[src/rtl/ones_csum_engine_pkg.sv]
// Shared types and defaults for the ones' complement checksum engine.
// Imported by the interface, the step adder and the engine top.
package csum_pkg;

    typedef enum logic [1:0] {
        IDLE,
        ACCUM,
        FOLD,
        DONE
    } csum_state_e;

    localparam int DEF_WIDTH = 16;
    localparam int DEF_CNTW  = 16;

endpackage

[src/rtl/ones_csum_engine_if.sv]
// Word-in / checksum-out stream bundle for ones_csum_engine.
// master drives words and consumes results; slave is the engine.
interface ones_csum_engine_if
    import csum_pkg::*;
#(
    parameter int WIDTH = DEF_WIDTH,
    parameter int CNTW  = DEF_CNTW
);
    logic             in_valid;
    logic             in_ready;
    logic [WIDTH-1:0] in_data;
    logic             in_last;

    logic             out_valid;
    logic             out_ready;
    logic [WIDTH-1:0] out_sum;
    logic [WIDTH-1:0] out_csum;
    logic             out_neg_zero;
    logic [CNTW-1:0]  out_count;

    modport master (
        output in_valid, in_data, in_last, out_ready,
        input  in_ready, out_valid, out_sum, out_csum,
        input  out_neg_zero, out_count
    );

    modport slave (
        input  in_valid, in_data, in_last, out_ready,
        output in_ready, out_valid, out_sum, out_csum,
        output out_neg_zero, out_count
    );
endinterface

[src/rtl/ones_csum_engine_adder.sv]
// Shared WIDTH-bit ripple adder with carry in/out, built from full adders.
// Each bit keeps its own carry net so the chain has no vector self-dependency.
module full_adder (
    input  logic a,
    input  logic b,
    input  logic ci,
    output logic s,
    output logic co
);
    assign s  = a ^ b ^ ci;
    assign co = (a & b) | (ci & (a ^ b));
endmodule

module m1s_step_adder
    import csum_pkg::*;
#(
    parameter int WIDTH = DEF_WIDTH
) (
    input  logic [WIDTH-1:0] a,
    input  logic [WIDTH-1:0] b,
    input  logic             cin,
    output logic [WIDTH-1:0] sum,
    output logic             cout
);
    genvar i;
    generate
        for (i = 0; i < WIDTH; i++) begin : g_bit
            logic ci;
            logic co;
            if (i == 0) begin : g_first
                assign ci = cin;
            end else begin : g_rest
                assign ci = g_bit[i-1].co;
            end
            full_adder u_fa (
                .a  (a[i]),
                .b  (b[i]),
                .ci (ci),
                .s  (sum[i]),
                .co (co)
            );
        end
    endgenerate

    assign cout = g_bit[WIDTH-1].co;
endmodule

[src/rtl/ones_csum_engine.sv]
// Sequential ones' complement checksum engine: registered end-around
// carry, re-injected on the next beat and folded in one final cycle.
module ones_csum_engine
    import csum_pkg::*;
#(
    parameter int WIDTH = DEF_WIDTH,
    parameter int CNTW  = DEF_CNTW
) (
    input  logic               clk,
    input  logic               rst_n,
    input  logic               flush,
    ones_csum_engine_if.slave  bus
);
    csum_state_e      state, state_n;
    logic [WIDTH-1:0] acc, acc_n;
    logic             carry, carry_n;
    logic [CNTW-1:0]  cnt, cnt_n;

    logic [WIDTH-1:0] op_b;
    logic [WIDTH-1:0] add_sum;
    logic             add_co;
    logic             beat;
    logic [CNTW-1:0]  cnt_inc;

    // FOLD only re-injects the carry; the word input is masked off
    assign op_b = (state == FOLD) ? '0 : bus.in_data;

    m1s_step_adder #(.WIDTH(WIDTH)) u_add (
        .a    (acc),
        .b    (op_b),
        .cin  (carry),
        .sum  (add_sum),
        .cout (add_co)
    );

    assign bus.in_ready     = (state == IDLE) || (state == ACCUM);
    assign bus.out_valid    = (state == DONE);
    assign bus.out_sum      = acc;
    assign bus.out_csum     = ~acc;
    assign bus.out_neg_zero = &acc;
    assign bus.out_count    = cnt;

    assign beat    = bus.in_valid && bus.in_ready && !flush;
    assign cnt_inc = (&cnt) ? cnt : cnt + 1'b1;

    always_comb begin
        state_n = state;
        acc_n   = acc;
        carry_n = carry;
        cnt_n   = cnt;
        if (flush) begin
            state_n = IDLE;
            acc_n   = '0;
            carry_n = 1'b0;
            cnt_n   = '0;
        end else begin
            unique case (state)
                IDLE, ACCUM: begin
                    if (beat) begin
                        acc_n   = add_sum;
                        carry_n = add_co;
                        cnt_n   = cnt_inc;
                        state_n = bus.in_last ? FOLD : ACCUM;
                    end
                end
                FOLD: begin
                    acc_n   = add_sum;
                    carry_n = add_co;
                    if (!add_co) state_n = DONE;
                end
                DONE: begin
                    if (bus.out_ready) begin
                        state_n = IDLE;
                        acc_n   = '0;
                        carry_n = 1'b0;
                        cnt_n   = '0;
                    end
                end
                default: state_n = IDLE;
            endcase
        end
    end

    always_ff @(posedge clk or negedge rst_n) begin
        if (!rst_n) begin
            state <= IDLE;
            acc   <= '0;
            carry <= 1'b0;
            cnt   <= '0;
        end else begin
            state <= state_n;
            acc   <= acc_n;
            carry <= carry_n;
            cnt   <= cnt_n;
        end
    end

    // acc=all-ones with carry=1 cannot be reached, so one fold always suffices
    a_fold_once: assert property (
        @(posedge clk) disable iff (!rst_n)
        (state == FOLD && !flush) |=> (state != FOLD)
    );
endmodule

[src/flat_wrapper.sv]
// flat-port wrapper written by rule: the top's interface ports become plain ports
module ones_csum_engine_flat import csum_pkg::*;
#(
    parameter int WIDTH = DEF_WIDTH,
    parameter int CNTW  = DEF_CNTW
)
  (clk, rst_n, flush, bus_in_valid, bus_in_data, bus_in_last, bus_out_ready, bus_in_ready, bus_out_valid, bus_out_sum, bus_out_csum, bus_out_neg_zero, bus_out_count);
  ones_csum_engine_if #(.WIDTH(WIDTH), .CNTW(CNTW)) bus_i ();
  input  logic clk;
  input  logic rst_n;
  input  logic flush;
  input wire logic [$bits(bus_i.in_valid)-1:0] bus_in_valid;
  input wire logic [$bits(bus_i.in_data)-1:0] bus_in_data;
  input wire logic [$bits(bus_i.in_last)-1:0] bus_in_last;
  input wire logic [$bits(bus_i.out_ready)-1:0] bus_out_ready;
  output wire logic [$bits(bus_i.in_ready)-1:0] bus_in_ready;
  output wire logic [$bits(bus_i.out_valid)-1:0] bus_out_valid;
  output wire logic [$bits(bus_i.out_sum)-1:0] bus_out_sum;
  output wire logic [$bits(bus_i.out_csum)-1:0] bus_out_csum;
  output wire logic [$bits(bus_i.out_neg_zero)-1:0] bus_out_neg_zero;
  output wire logic [$bits(bus_i.out_count)-1:0] bus_out_count;
  assign bus_i.in_valid = bus_in_valid;
  assign bus_i.in_data = bus_in_data;
  assign bus_i.in_last = bus_in_last;
  assign bus_i.out_ready = bus_out_ready;
  assign bus_in_ready = bus_i.in_ready;
  assign bus_out_valid = bus_i.out_valid;
  assign bus_out_sum = bus_i.out_sum;
  assign bus_out_csum = bus_i.out_csum;
  assign bus_out_neg_zero = bus_i.out_neg_zero;
  assign bus_out_count = bus_i.out_count;
  ones_csum_engine #(.WIDTH(WIDTH), .CNTW(CNTW)) u_core (.clk(clk), .rst_n(rst_n), .flush(flush), .bus(bus_i));
endmodule
[config.mk]
export PLATFORM = sky130hd
export DESIGN_NAME = ones_csum_engine_flat
export DESIGN_NICKNAME = d
export VERILOG_FILES = /design/src/rtl/ones_csum_engine_pkg.sv /design/src/rtl/ones_csum_engine_if.sv /design/src/rtl/ones_csum_engine_adder.sv /design/src/rtl/ones_csum_engine.sv /design/src/flat_wrapper.sv
export SDC_FILE = /design/constraint.sdc
export NUM_CORES = 1
export LEC_CHECK = 0
export BUFFER_PORTS_ARGS = -buffer_cell sky130_fd_sc_hd__buf_2
export CELL_PAD_IN_SITES_DETAIL_PLACEMENT = 1
export CELL_PAD_IN_SITES_GLOBAL_PLACEMENT = 1
export CORE_MARGIN = 2
export CORE_UTILIZATION = 39
export DETAILED_ROUTE_END_ITERATION = 10
export GPL_TIMING_DRIVEN = 0
export PLACE_DENSITY = 0.79
export SLEW_MARGIN = 10
export SYNTH_ARGS = -nofsm -noshare
export SYNTH_HDL_FRONTEND = slang
export SYNTH_SLANG_ARGS = --single-unit
export TNS_END_PERCENT = 30
[constraint.sdc]
create_clock -name clk -period 8.3 [get_ports clk]
set_input_delay 0 -clock clk [delete_from_list [all_inputs] [get_ports clk]]
set_output_delay 0 -clock clk [all_outputs]
set_load 0.005 [all_outputs]
==> results of run 1 <==
==> power groups by stage <==
stage	logic (mW)	clock network, mW	registers (mW)
after floorplan	0.206	0	0.248
after global placement	0.313	0	0.266
after detailed placement	0.324	0	0.268
after CTS	0.326	0.120	0.265
after global routing	0.361	0.129	0.273
final	0.318	0.116	0.265
==> cell usage in the layout, fill, tap and decap left out, types with 2 or more instances in the layout <==
master,n
a211oi_1,2
a21oi_1,5
a21oi_4,2
a31oi_1,7
a32o_1,2
a41oi_1,2
and2_1,6
and3_1,4
and4_1,2
buf_2,77
buf_4,17
buf_6,4
clkbuf_8,5
dfrtp_1,35
dlygate4sd3_1,2
fa_1,16
inv_1,24
mux2i_1,2
nand2_1,45
nand3_1,6
nand4_1,10
nor2_1,6
nor3_1,3
nor4_1,2
o211ai_1,3
o21ai_0,12
o221ai_1,2
o22ai_1,2
o31ai_1,15
==> final timing paths <==
kind	endpoint	start	slack, ns
setup reg to reg	u_core.bus.out_sum[15]$_DFFE_PN0P_	u_core.state[0]$_DFFE_PN0P_	0.38
max in group asynchronous	u_core.bus.out_count[7]$_DFFE_PN0P_	rst_n	7.44
min in group asynchronous	u_core.bus.out_count[15]$_DFFE_PN0P_	rst_n	0.35
hold reg to reg	u_core.carry$_DFFE_PN0P_	u_core.carry$_DFFE_PN0P_	0.49
hold / removal	u_core.state[1]$_DFFE_PN0P_	bus_in_valid	0.04
setup / recovery	u_core.bus.out_sum[15]$_DFFE_PN0P_	u_core.state[0]$_DFFE_PN0P_	0.38
==> Yosys cell counts, drive strengths merged <==
library cell / n
nand3: 6
nor2b: 1
a22oi: 1
o22a: 1
or4: 1
nand3b: 1
or3b: 1
o211ai: 3
a31oi: 7
a21o: 1
buf: 27
and3: 5
dfrtp: 35
nand4: 11
nand2b: 1
nor3: 4
and4: 3
mux2i: 2
or2: 1
or3: 1
inv: 24
a32o: 2
a41oi: 2
a41o: 1
nor4: 2
o21ai: 12
a21bo: 1
fa: 16
clkbuf: 3
ha: 1
a211oi: 2
o221ai: 2
o22ai: 2
and2: 6
o31ai: 15
o311ai: 1
nor2: 6
nand2: 46
a21oi: 7
o311a: 1
==> registers in the layout, summed over array words and instances (netlist names) <==
register              cells
u_core.bus.out_count     16
u_core.bus.out_sum       16
u_core.state              2
u_core.carry              1
==> per-layer routing <==
| layer | share of wire | up-vias | track usage |
|---|---|---|---|
| met5 | 0 | - | 0 |
| met4 | 0.0090 | 0 | 0.0543 |
| met3 | 0.039 | 6 | 0.0386 |
| met2 | 0.48 | 52 | 0.318 |
| met1 | 0.47 | 1128 | 0.297 |
| li1 | - | 1072 | - |
==> cell type report <==
| cell class | count | area [um^2] |
|---|---|---|
| fillers | 770 | 3220 |
| multi-input cells | 176 | 1300 |
| flip-flops and latches | 35 | 876 |
| repair buffers | 73 | 375 |
| plain buffers | 29 | 211 |
| well taps | 77 | 96.3 |
| inverters | 24 | 90.1 |
| clock buffers | 6 | 72.6 |
==> cells by family after synthesis <==
family	after synthesis	synth area share
fa+ha+maj	17	0.134
flops	35	0.354
simple gates	96	0.203
buf+inv	54	0.123
compound gates	61	0.178
mux	2	0.00809
==> stage by stage <==
step	setup slack, ns	std cells	util	hold slack, ns
5_1_grt	0.0308	420	0.484	0.0318
3_3_place_gp	0.000774	413	0.469	0.139
2_1_floorplan	0.664	265	-	-0.296
4_1_cts	0.0358	421	0.484	0.0304
6_report	0.380	420	0.484	0.0408
3_5_place_dp	-0.0725	413	0.469	0.140
==> critical path, stage by stage, from the launching register on <==
cell and delay (ns):
dfrtp_1 0.48, nand2b_2 0.26, buf_2 0.27, nand2_1 0.11
fa_1 0.46, fa_1 0.43, fa_1 0.42, fa_1 0.43
fa_1 0.43, fa_1 0.43, fa_1 0.43, fa_1 0.43
fa_1 0.44, fa_1 0.43, fa_1 0.45, fa_1 0.45
fa_1 0.40, inv_1 0.09, fa_1 0.20, fa_1 0.20
fa_1 0.41, nand2_1 0.06, o21ai_0 0.07
==> timing repair <==
item,4_1_cts,5_1_grt
endpoints found under the setup margin,2,4
hold buffers,2,0
hold endpoints to repair,36,0
resized for setup,1,2
==> results list, run 1 <==
- Pre-Repair DR Iteration Count: 4
- Total power of the final layout: 699 uW
- Counting distinct cell types in the post-synthesis netlist gives 50.
- Arrival @ worst endpoint: 8.09 ns
- In this run the clock root is driven by a clkbuf_8.
- Setup repair after global routing left no endpoint under its margin.
- DPL Wire Length: 5230 um
- Once layout is done, the placed cells without fillers occupy 0.00302 mm^2.
- For this run the aggregate overflow at the end of global routing stands at 0.
* Layout area overhead: 22.0%
- First-pass GRT wire length: 11700 um
- The internal portion of the total power is 434 uW.
- Total CTS buffers: 5
- The die is 83.7 um wide.
- In this run the worst hold path is classified as in -> reg.
- After routing, the total negative slack on setup checks comes to 0 ns.
- Data required time at the worst endpoint: 8.47 ns
* CTS tree: yes
- The die is 83.7 um tall.
- Starting density of the core: 0.397
* Sequential power share: 0.379
- Ys Warns: 0
- No sink is reached through more buffers than the 2 on the longest clock path.
- Latest clock arrival within the worst-skew pair: 0.29 ns
* Syn Inst Count: 265
- For this design the total switching power over the nets is 265 uW.
- The tool flagged a number of max-cap violations equal to 0.
- Part of the Yosys area used for sequential elements: 0.354
* LEAKAGE: 1.44 nW
- Power spread over the standard cell area amounts to 231 mW/mm^2.
* Number of antenna violations at the first check in global routing: 0
- Sw Ratio: 0.380
- GRT Total Usage: 0.205
- Synthesis produced a netlist with a net count of 304.
- Number of H-tree levels: 2
- R2R depth: 22
- STA classifies the critical path endpoint as a flip-flop.
- Avg Cell Area, Syn: 9.34 um^2
* Clock slew seen by the registers of the worst setup and hold paths: 0.07 ns
- For this block, the via count after detailed routing is 2258.
- Yosys reg bits: 35
* Area of the core: 0.00624 mm^2
- The worst hold path passes through 3 cells.
* Worst-path maximum fanout: 10
* Antenna cell count: 0
* Final period utilization: 0.954
* Residual DRC: 0
- Run status: completed
- For the pin with the worst max-slew slack, the measured transition is 0.804 ns.
* Remaining number of nets flagged by the antenna check after routing: 0
- Portion of synthesized cell area occupied by the leading cell type: 0.354
- Via count of the first global-routing pass: 2327
- Number of clock sinks seen by CTS: 35
- In this run the tightest slew margin relative to its limit is 0.464.
- In this run the tool buffered the top-level ports with 71 buffer cells.
* Final setup violation count: 0
- The worst setup path is launched from a flip-flop.
- Ratio of cells with drive above 1 in the final layout: 0.332
- Count of nets after finishing: 383
* Die outline area: 0.00700 mm^2
- Of the total power, combinational logic draws 0.455.
* Cell area reported after detailed placement: 0.00293 mm^2
- Based on the critical path, the design can be clocked at up to 126 MHz.
- Ranked by total cell area, the synthesized netlist is headed by dfrtp_1 (35%), fa_1 (13%), nand2_1 (6.8%).
- After clock tree synthesis, the setup repair step added 0 buffers.
- The count of pins over their slew limit was 0.
- Clock period minus worst slack: 7.92 ns
- The share of total power dissipated in the clock network is 0.167.
- The setup path with the least slack is of type reg -> reg.
- Std cell rows: 29
- Final hold violations: 0
- Entering global routing, the biggest net connects 36 pins.
- The clock arrives with 0.00852 ns of skew.
- dfrtp_1 takes more of the synthesized area than any other cell.
- Wire length reported by the detailed router: 6800 um
- Using the TritonRoute via totals, the vias-per-cell ratio works out to 5.38.
- Avg WL per Cell: 16.2 um
* Count of boundary I/O pins: 73
- Initial DRC count: 127
* VDD IR-drop max: 0.113 mV
- Netlist Area Pre-Place: 0.00248 mm^2
* Weighted congestion reported at the end of routability-driven placement: 0.786
Power figures use the tool's default switching activity.
==> run 2, diff against run 1 <==
--- a/config.mk
+++ b/config.mk
@@ -6,13 +6,14 @@
 export NUM_CORES = 1
 export LEC_CHECK = 0
 export BUFFER_PORTS_ARGS = -buffer_cell sky130_fd_sc_hd__buf_2
-export CELL_PAD_IN_SITES_DETAIL_PLACEMENT = 1
-export CELL_PAD_IN_SITES_GLOBAL_PLACEMENT = 1
+export CELL_PAD_IN_SITES_DETAIL_PLACEMENT = 0
+export CELL_PAD_IN_SITES_GLOBAL_PLACEMENT = 2
 export CORE_MARGIN = 2
-export CORE_UTILIZATION = 39
+export CORE_UTILIZATION = 31
 export DETAILED_ROUTE_END_ITERATION = 10
 export GPL_TIMING_DRIVEN = 0
-export PLACE_DENSITY = 0.79
+export PLACE_DENSITY = 0.78
+export RECOVER_POWER = 50
 export SLEW_MARGIN = 10
 export SYNTH_ARGS = -nofsm -noshare
 export SYNTH_HDL_FRONTEND = slang
==> results list, run 2 (same netlist as run 1, synthesis figures left out) <==
- Count of nets after finishing: 383
* Clock tree root buffer cell: clkbuf_8
- 73 I/O pins were placed.
- The startpoint identified for the worst hold timing path is bus_in_valid.
- The final reports fail on max-capacitance violations, max-slew violations.
- VDD IR-drop max: 0.122 mV
- Width of the chip: 93.4 um
- Across the run, the number of max-cap violations was 1.
- RSZ-0062 raised after global routing: false
- The most critical setup path has its startpoint at u_core.state[0]$_DFFE_PN0P_.
- GRT Total Usage: 0.166
- Final setup violation count: 0
* Worst slew margin relative to its limit: -0.305
* Layout area overhead: 24.7%
- Commonest cells after routing, fill and taps aside: buf_2 (66), nand2_1 (45), dfrtp_1 (35)
- The path class of the tightest hold or removal check is in -> reg.
- The die is 93.4 um tall.
* Power per standard cell area: 237 mW/mm^2
- CTS tree: yes
- For this run, the share of the core covered by cells in the final layout is 0.399.
- At the pin with the least slew margin, the transition time is 1.96 ns.
- The first routing iteration left 108 violations.
- For this run, design rule violations remaining after detail routing come to 0.
- Dividing the detail-routed via count by the number of cells gives 4.91.
- Internal power comes to 463 uW.
* Skew final: 0.00536 ns
* Worst-case hold slack: 0.0272 ns
* Critical Path End Type: flip-flop
* Remaining number of nets flagged by the antenna check after routing: 0
- Avg WL per Cell: 15.2 um
- The detailed router placed 2194 vias in this run.
- Number of fillers in the final layout: 809
- Area of the core: 0.00773 mm^2
* Latest clock arrival within the worst-skew pair: 0.29 ns
* Wire length reported by the detailed router: 6810 um
- Start of the worst register-to-register path: u_core.state[0]$_DFFE_PN0P_
- Of the cells placed in the final design, the portion with a size suffix greater than 1 is 0.310.
- In this run the number of H-tree levels came out at 2.
* Kind of start point of the critical path: flip-flop
* Via count of the first global-routing pass: 2115
- Multi-input combinational cell area: 0.00130 mm^2
* Clock tree buffer depth: 2
- Area used by sequential logic in the layout: 876 um^2
* Worst slack after detailed placement: -0.133 ns
* Commonest non-fill, non-tap cell in the layout: buf_2
- For this run, the top clock speed supported by timing is 127 MHz.
- For this configuration, the core starts out at a cell density of 0.320.
- Subtracting the final worst setup slack from the clock period gives 7.84 ns.
* Combinational Power Share: 0.427
* Total CTS buffers: 5
* Sequential power share: 0.360
- The number of antenna violations at the first check in global routing is 0.
- Entering global routing, the biggest net connects 36 pins.
* Net load switching power: 269 uW
- The repair_antennas step left the layout with diodes totalling 0.
- Final hold violations: 0
- Across all setup checks in the final design, the least slack found is 0.456 ns.
* Std cell rows: 32
- Data required time at the worst endpoint: 8.48 ns
- Of all nets on the critical path, the largest fanout is 10.
* Setup Crit Path Kind: reg -> reg
- Counting every sink on the clock net gives 35.
- Run status: finished with violations
- The share of total power dissipated in the clock network is 0.213.
- LEAKAGE: 1.42 nW
- Weighted congestion reported at the end of routability-driven placement: 0.788
* Final period utilization: 0.945
- After clock tree synthesis, the clock-pin slew on the worst setup and hold paths is 0.08 ns.
* DPL Wire Length: 5130 um
- Before antenna repair, the detailed router went through 4 iterations.
- The first global-routing pass estimated 11200 um of wire.
* Sw Ratio: 0.368
- The count of pins over their slew limit was 36.
- The floorplan step defined a die boundary enclosing 0.00872 mm^2.
* GR Overflow Total: 0
- Arrival @ worst endpoint: 8.02 ns
* Buffers added on ports: 71
run 2: changes by cell type in the layout (fill, tap and decap cells not counted), sizes merged:
cell | before | now
clkbuf | 7 | 31
clkinv | 0 | 2
buf | 99 | 74
bufinv | 0 | 1
run 2: worst paths after layout:
check | to | slack (ns) | depth (start not counted)
max | u_core.bus.out_sum[15]$_DFFE_PN0P_ | 0.46 | 22
min | u_core.state[1]$_DFFE_PN0P_ | 0.03 | 3
max reg2reg | u_core.bus.out_sum[15]$_DFFE_PN0P_ | 0.46 | 22
min reg2reg | u_core.carry$_DFFE_PN0P_ | 0.50 | 2
max in group asynchronous | u_core.bus.out_count[10]$_DFFE_PN0P_ | 6.38 | 2
min in group asynchronous | u_core.bus.out_sum[6]$_DFFE_PN0P_ | 0.80 | 2
run 2: worst max-delay path: stages, from the launching register on:
cell	delay, ns
dfrtp_1	0.47
nand2b_4	0.23
clkbuf_4	0.23
nand2_1	0.10
fa_1	0.45
fa_1	0.44
fa_1	0.44
fa_1	0.43
fa_1	0.45
fa_1	0.43
fa_1	0.42
fa_1	0.43
fa_1	0.43
fa_1	0.46
fa_1	0.43
fa_1	0.45
fa_1	0.39
inv_1	0.10
fa_1	0.20
fa_1	0.19
fa_1	0.41
nand2_1	0.06
o21ai_0	0.07
run 2: what timing repair did:
action | CTS | global route
setup endpoints to repair | 3 | 4
hold buffers | 2 | 0
buffers inserted | 0 | 0
endpoints found under the hold margin | 36 | 0
gates resized for setup | 1 | 4
run 2: metal layers:
metal	wire (um)	share of wire	GRT usage	vias up
li1	-	-	-	1078
met1	3320	0.49	0.242	1052
met2	3080	0.45	0.255	58
met3	326	0.048	0.0234	6
met4	81	0.012	0.0478	0
met5	0	0	0	-
run 2: per-stage QoR:
stage | total power [mW] | instance area [um^2] | setup TNS [ns] | cells
after floorplan | 0.454 | 2480 | 0 | 265
after detailed placement | 0.587 | 2960 | -0.150 | 438
final | 0.732 | 3090 | 0 | 447
after CTS | 0.748 | 3090 | 0 | 448
after global placement | 0.586 | 2960 | -0.102 | 438
after global routing | 0.798 | 3090 | 0 | 447
run 2: power groups by stage:
stage	logic, mW	registers (mW)	clock network (mW)
2_1_floorplan	0.206	0.248	0
3_3_place_gp	0.320	0.266	0
3_5_place_dp	0.321	0.266	0
4_1_cts	0.323	0.263	0.161
5_1_grt	0.359	0.271	0.168
6_report	0.312	0.264	0.156
run 2: layout make-up:
| cell class | count | share of cell area |
|---|---|---|
| multi-input cells | 176 | 0.422 |
| flip-flops and latches | 35 | 0.284 |
| repair buffers | 73 | 0.118 |
| plain buffers | 29 | 0.0693 |
| well taps | 102 | 0.0413 |
| inverters | 24 | 0.0292 |
| clock buffers | 5 | 0.0223 |
| clock inverters | 3 | 0.0142 |
==> run 3, diff against run 2 <==
--- a/config.mk
+++ b/config.mk
@@ -14,6 +14,7 @@
 export GPL_TIMING_DRIVEN = 0
 export PLACE_DENSITY = 0.78
 export RECOVER_POWER = 50
+export REMOVE_ABC_BUFFERS = 1
 export SLEW_MARGIN = 10
 export SYNTH_ARGS = -nofsm -noshare
 export SYNTH_HDL_FRONTEND = slang
==> results list, run 3 (same netlist as run 1, synthesis figures left out) <==
- Run status: finished with violations
* Violated checks: max-capacitance violations, max-slew violations
- Kind of start point of the critical path: flip-flop
- Number of fillers in the final layout: 819
- The worst-case IR drop observed on VDD is 0.0910 mV.
- Between clock sinks in the finished design, the worst skew comes to 0.00692 ns.
* Largest net degree at the start of global routing: 37
- For this design, the sink count on the clock tree is 35.
* Max Fclk: 128 MHz
- CTS tree: yes
* Remaining number of nets flagged by the antenna check after routing: 0
- In this run the critical register-to-register path is captured at u_core.bus.out_sum[15]$_DFFE_PN0P_.
* Commonest non-fill, non-tap cell in the layout: buf_2
* Arrival @ worst endpoint: 7.95 ns
- Path class of the lowest-slack min-delay path: in -> reg
* Number of antenna violations at the first check in global routing: 1
- Final Instance Area: 0.00289 mm^2
* Weighted congestion reported at the end of routability-driven placement: 0.831
* Data required time at the worst endpoint: 8.44 ns
* Worst-path maximum fanout: 17
* LEAKAGE: 1.28 nW
- Final setup violation count: 0
- Buffers added on ports: 72
* Wire length reported by the detailed router: 6350 um
- For the final routed database, the setup TNS stands at 0 ns.
- Measured along the y axis, the die boundary spans 93.4 um.
- Pre-Repair DR Iteration Count: 4
- Starting density of the core: 0.320
- Destination of the critical timing path: u_core.bus.out_sum[15]$_DFFE_PN0P_
- In this run the register-to-register setup slack is 0.49 ns.
- In this run the cell area measured after placement is 0.00275 mm^2.
* R2R depth: 21
- From left edge to right edge, the die measures 93.4 um.
- Initial DRC count: 121
* Final period utilization: 0.941
- Number of H-tree levels: 2
* Layout area overhead: 16.7%
- Final hold violations: 0
- Clock tree buffer depth: 2
- In the final routed layout, each cell accounts on average for 15.1 um.
- The top cell types in the final layout, fill and taps aside, are buf_2 (57), nand2_1 (45), dfrtp_1 (35).
- Std cell rows: 32
* Number of maximum-capacitance constraint violations: 1
* Die outline area: 0.00872 mm^2
- In the routed design, unresolved DRC markers number 0.
- Beginning of the critical path: u_core.state[1]$_DFFE_PN0P_
* RSZ-0062 raised after global routing: false
- Clock latency on the worst-skew pair, taken at its later pin, is 0.29 ns.
* Power per standard cell area: 244 mW/mm^2
* GR Overflow Total: 0
* Start of the worst register-to-register path: u_core.state[1]$_DFFE_PN0P_
- Clock-pin slew was measured on the worst setup and hold paths at 0.08 ns.
- In the global route stage, overall resource usage came out at 0.149.
- At the pin with the least slew margin, the transition time is 1.97 ns.
- During I/O placement, the number of pins put on the boundary was 73.
* Setup Crit Path Kind: reg -> reg
- Clock tree root buffer cell: clkbuf_8
* Via density per instance: 5.05
* Worst slew margin relative to its limit: -0.314
- Count of nets after finishing: 355
- Of the cells placed in the final design, the portion with a size suffix greater than 1 is 0.233.
* Total CTS buffers: 5
- Clock period minus worst slack: 7.81 ns
- The number of global-route vias before repair is 1948.
- Final slew viol count: 36
* Area of the core: 0.00773 mm^2
- The first global-routing pass estimated 10200 um of wire.
* Critical Path End Type: flip-flop
- The HPWL after detailed placement is 4620 um.
* DR vias: 2121
run 3: per-stage QoR:
step	setup slack, ns	total power, mW	instances	util	hold slack [ns]
floorplan	0.795	0.401	235	-	-0.296
global placement	0.184	0.532	409	0.356	0.151
detailed placement	0.191	0.531	409	0.356	0.165
CTS	0.157	0.722	419	0.376	0.0188
global route	0.117	0.766	420	0.374	0.0544
finish	0.491	0.706	420	0.374	0.0155
run 3: per-layer routing:
| metal | part of all wire | global-route usage | vias to the layer above |
|---|---|---|---|
| met5 | 0 | 0 | - |
| met1 | 0.48 | 0.212 | 1040 |
| met4 | 0.021 | 0.0600 | 0 |
| met3 | 0.035 | 0.0201 | 9 |
| met2 | 0.47 | 0.229 | 51 |
| li1 | - | - | 1021 |
run 3: worst max-delay path, cell delays in order, from the launching register on:
cell      delay (ns)
dfrtp_1         0.53
nand2b_2        0.35
nand2_1         0.13
fa_1            0.47
fa_1            0.44
fa_1            0.44
fa_1            0.45
fa_1            0.43
fa_1            0.42
fa_1            0.43
fa_1            0.43
fa_1            0.44
fa_1            0.43
fa_1            0.43
fa_1            0.42
fa_1            0.39
inv_1           0.08
fa_1            0.19
fa_1            0.20
fa_1            0.41
nand2_1         0.06
o21ai_0         0.08
run 3: report_power, final:
part / leakage [nW] / switching, mW / internal (mW)
Combinational: 0.743 / 0.139 / 0.119
Sequential: 0.472 / 0.0530 / 0.210
Clock: 0.0654 / 0.0649 / 0.120
run 3: worst min path at each step:
stage | from | end | slack, ns | cells after the start
2_1_floorplan | rst_n | u_core.bus.out_count[0]$_DFFE_PN0P_ | -0.30 | 0
3_3_place_gp | rst_n | u_core.bus.out_sum[11]$_DFFE_PN0P_ | 0.15 | 1
3_5_place_dp | rst_n | u_core.bus.out_sum[11]$_DFFE_PN0P_ | 0.16 | 1
4_1_cts | bus_in_valid | u_core.state[1]$_DFFE_PN0P_ | 0.02 | 3
5_1_grt | bus_in_valid | u_core.state[1]$_DFFE_PN0P_ | 0.05 | 3
6_report | bus_in_valid | u_core.state[1]$_DFFE_PN0P_ | 0.02 | 3
run 3: repair_timing:
item | 4_1_cts | 5_1_grt
buffers inserted | 0 | 0
endpoints found under the setup margin | 0 | 3
resized for setup | 0 | 1
hold buffers | 2 | 0
endpoints found under the hold margin | 36 | 0
run 3: final cells by class:
| class | instances | area [um^2] | area share |
|---|---|---|---|
| multi-input combinational | 176 | 1300 | 0.450 |
| sequential | 35 | 876 | 0.303 |
| timing repair buffer | 74 | 362 | 0.125 |
| tap | 102 | 128 | 0.0442 |
| inverter | 24 | 90.1 | 0.0312 |
| clock buffer | 6 | 72.6 | 0.0251 |
| clock inverter | 2 | 60.1 | 0.0208 |
| antenna | 1 | 2.50 | 0.000866 |
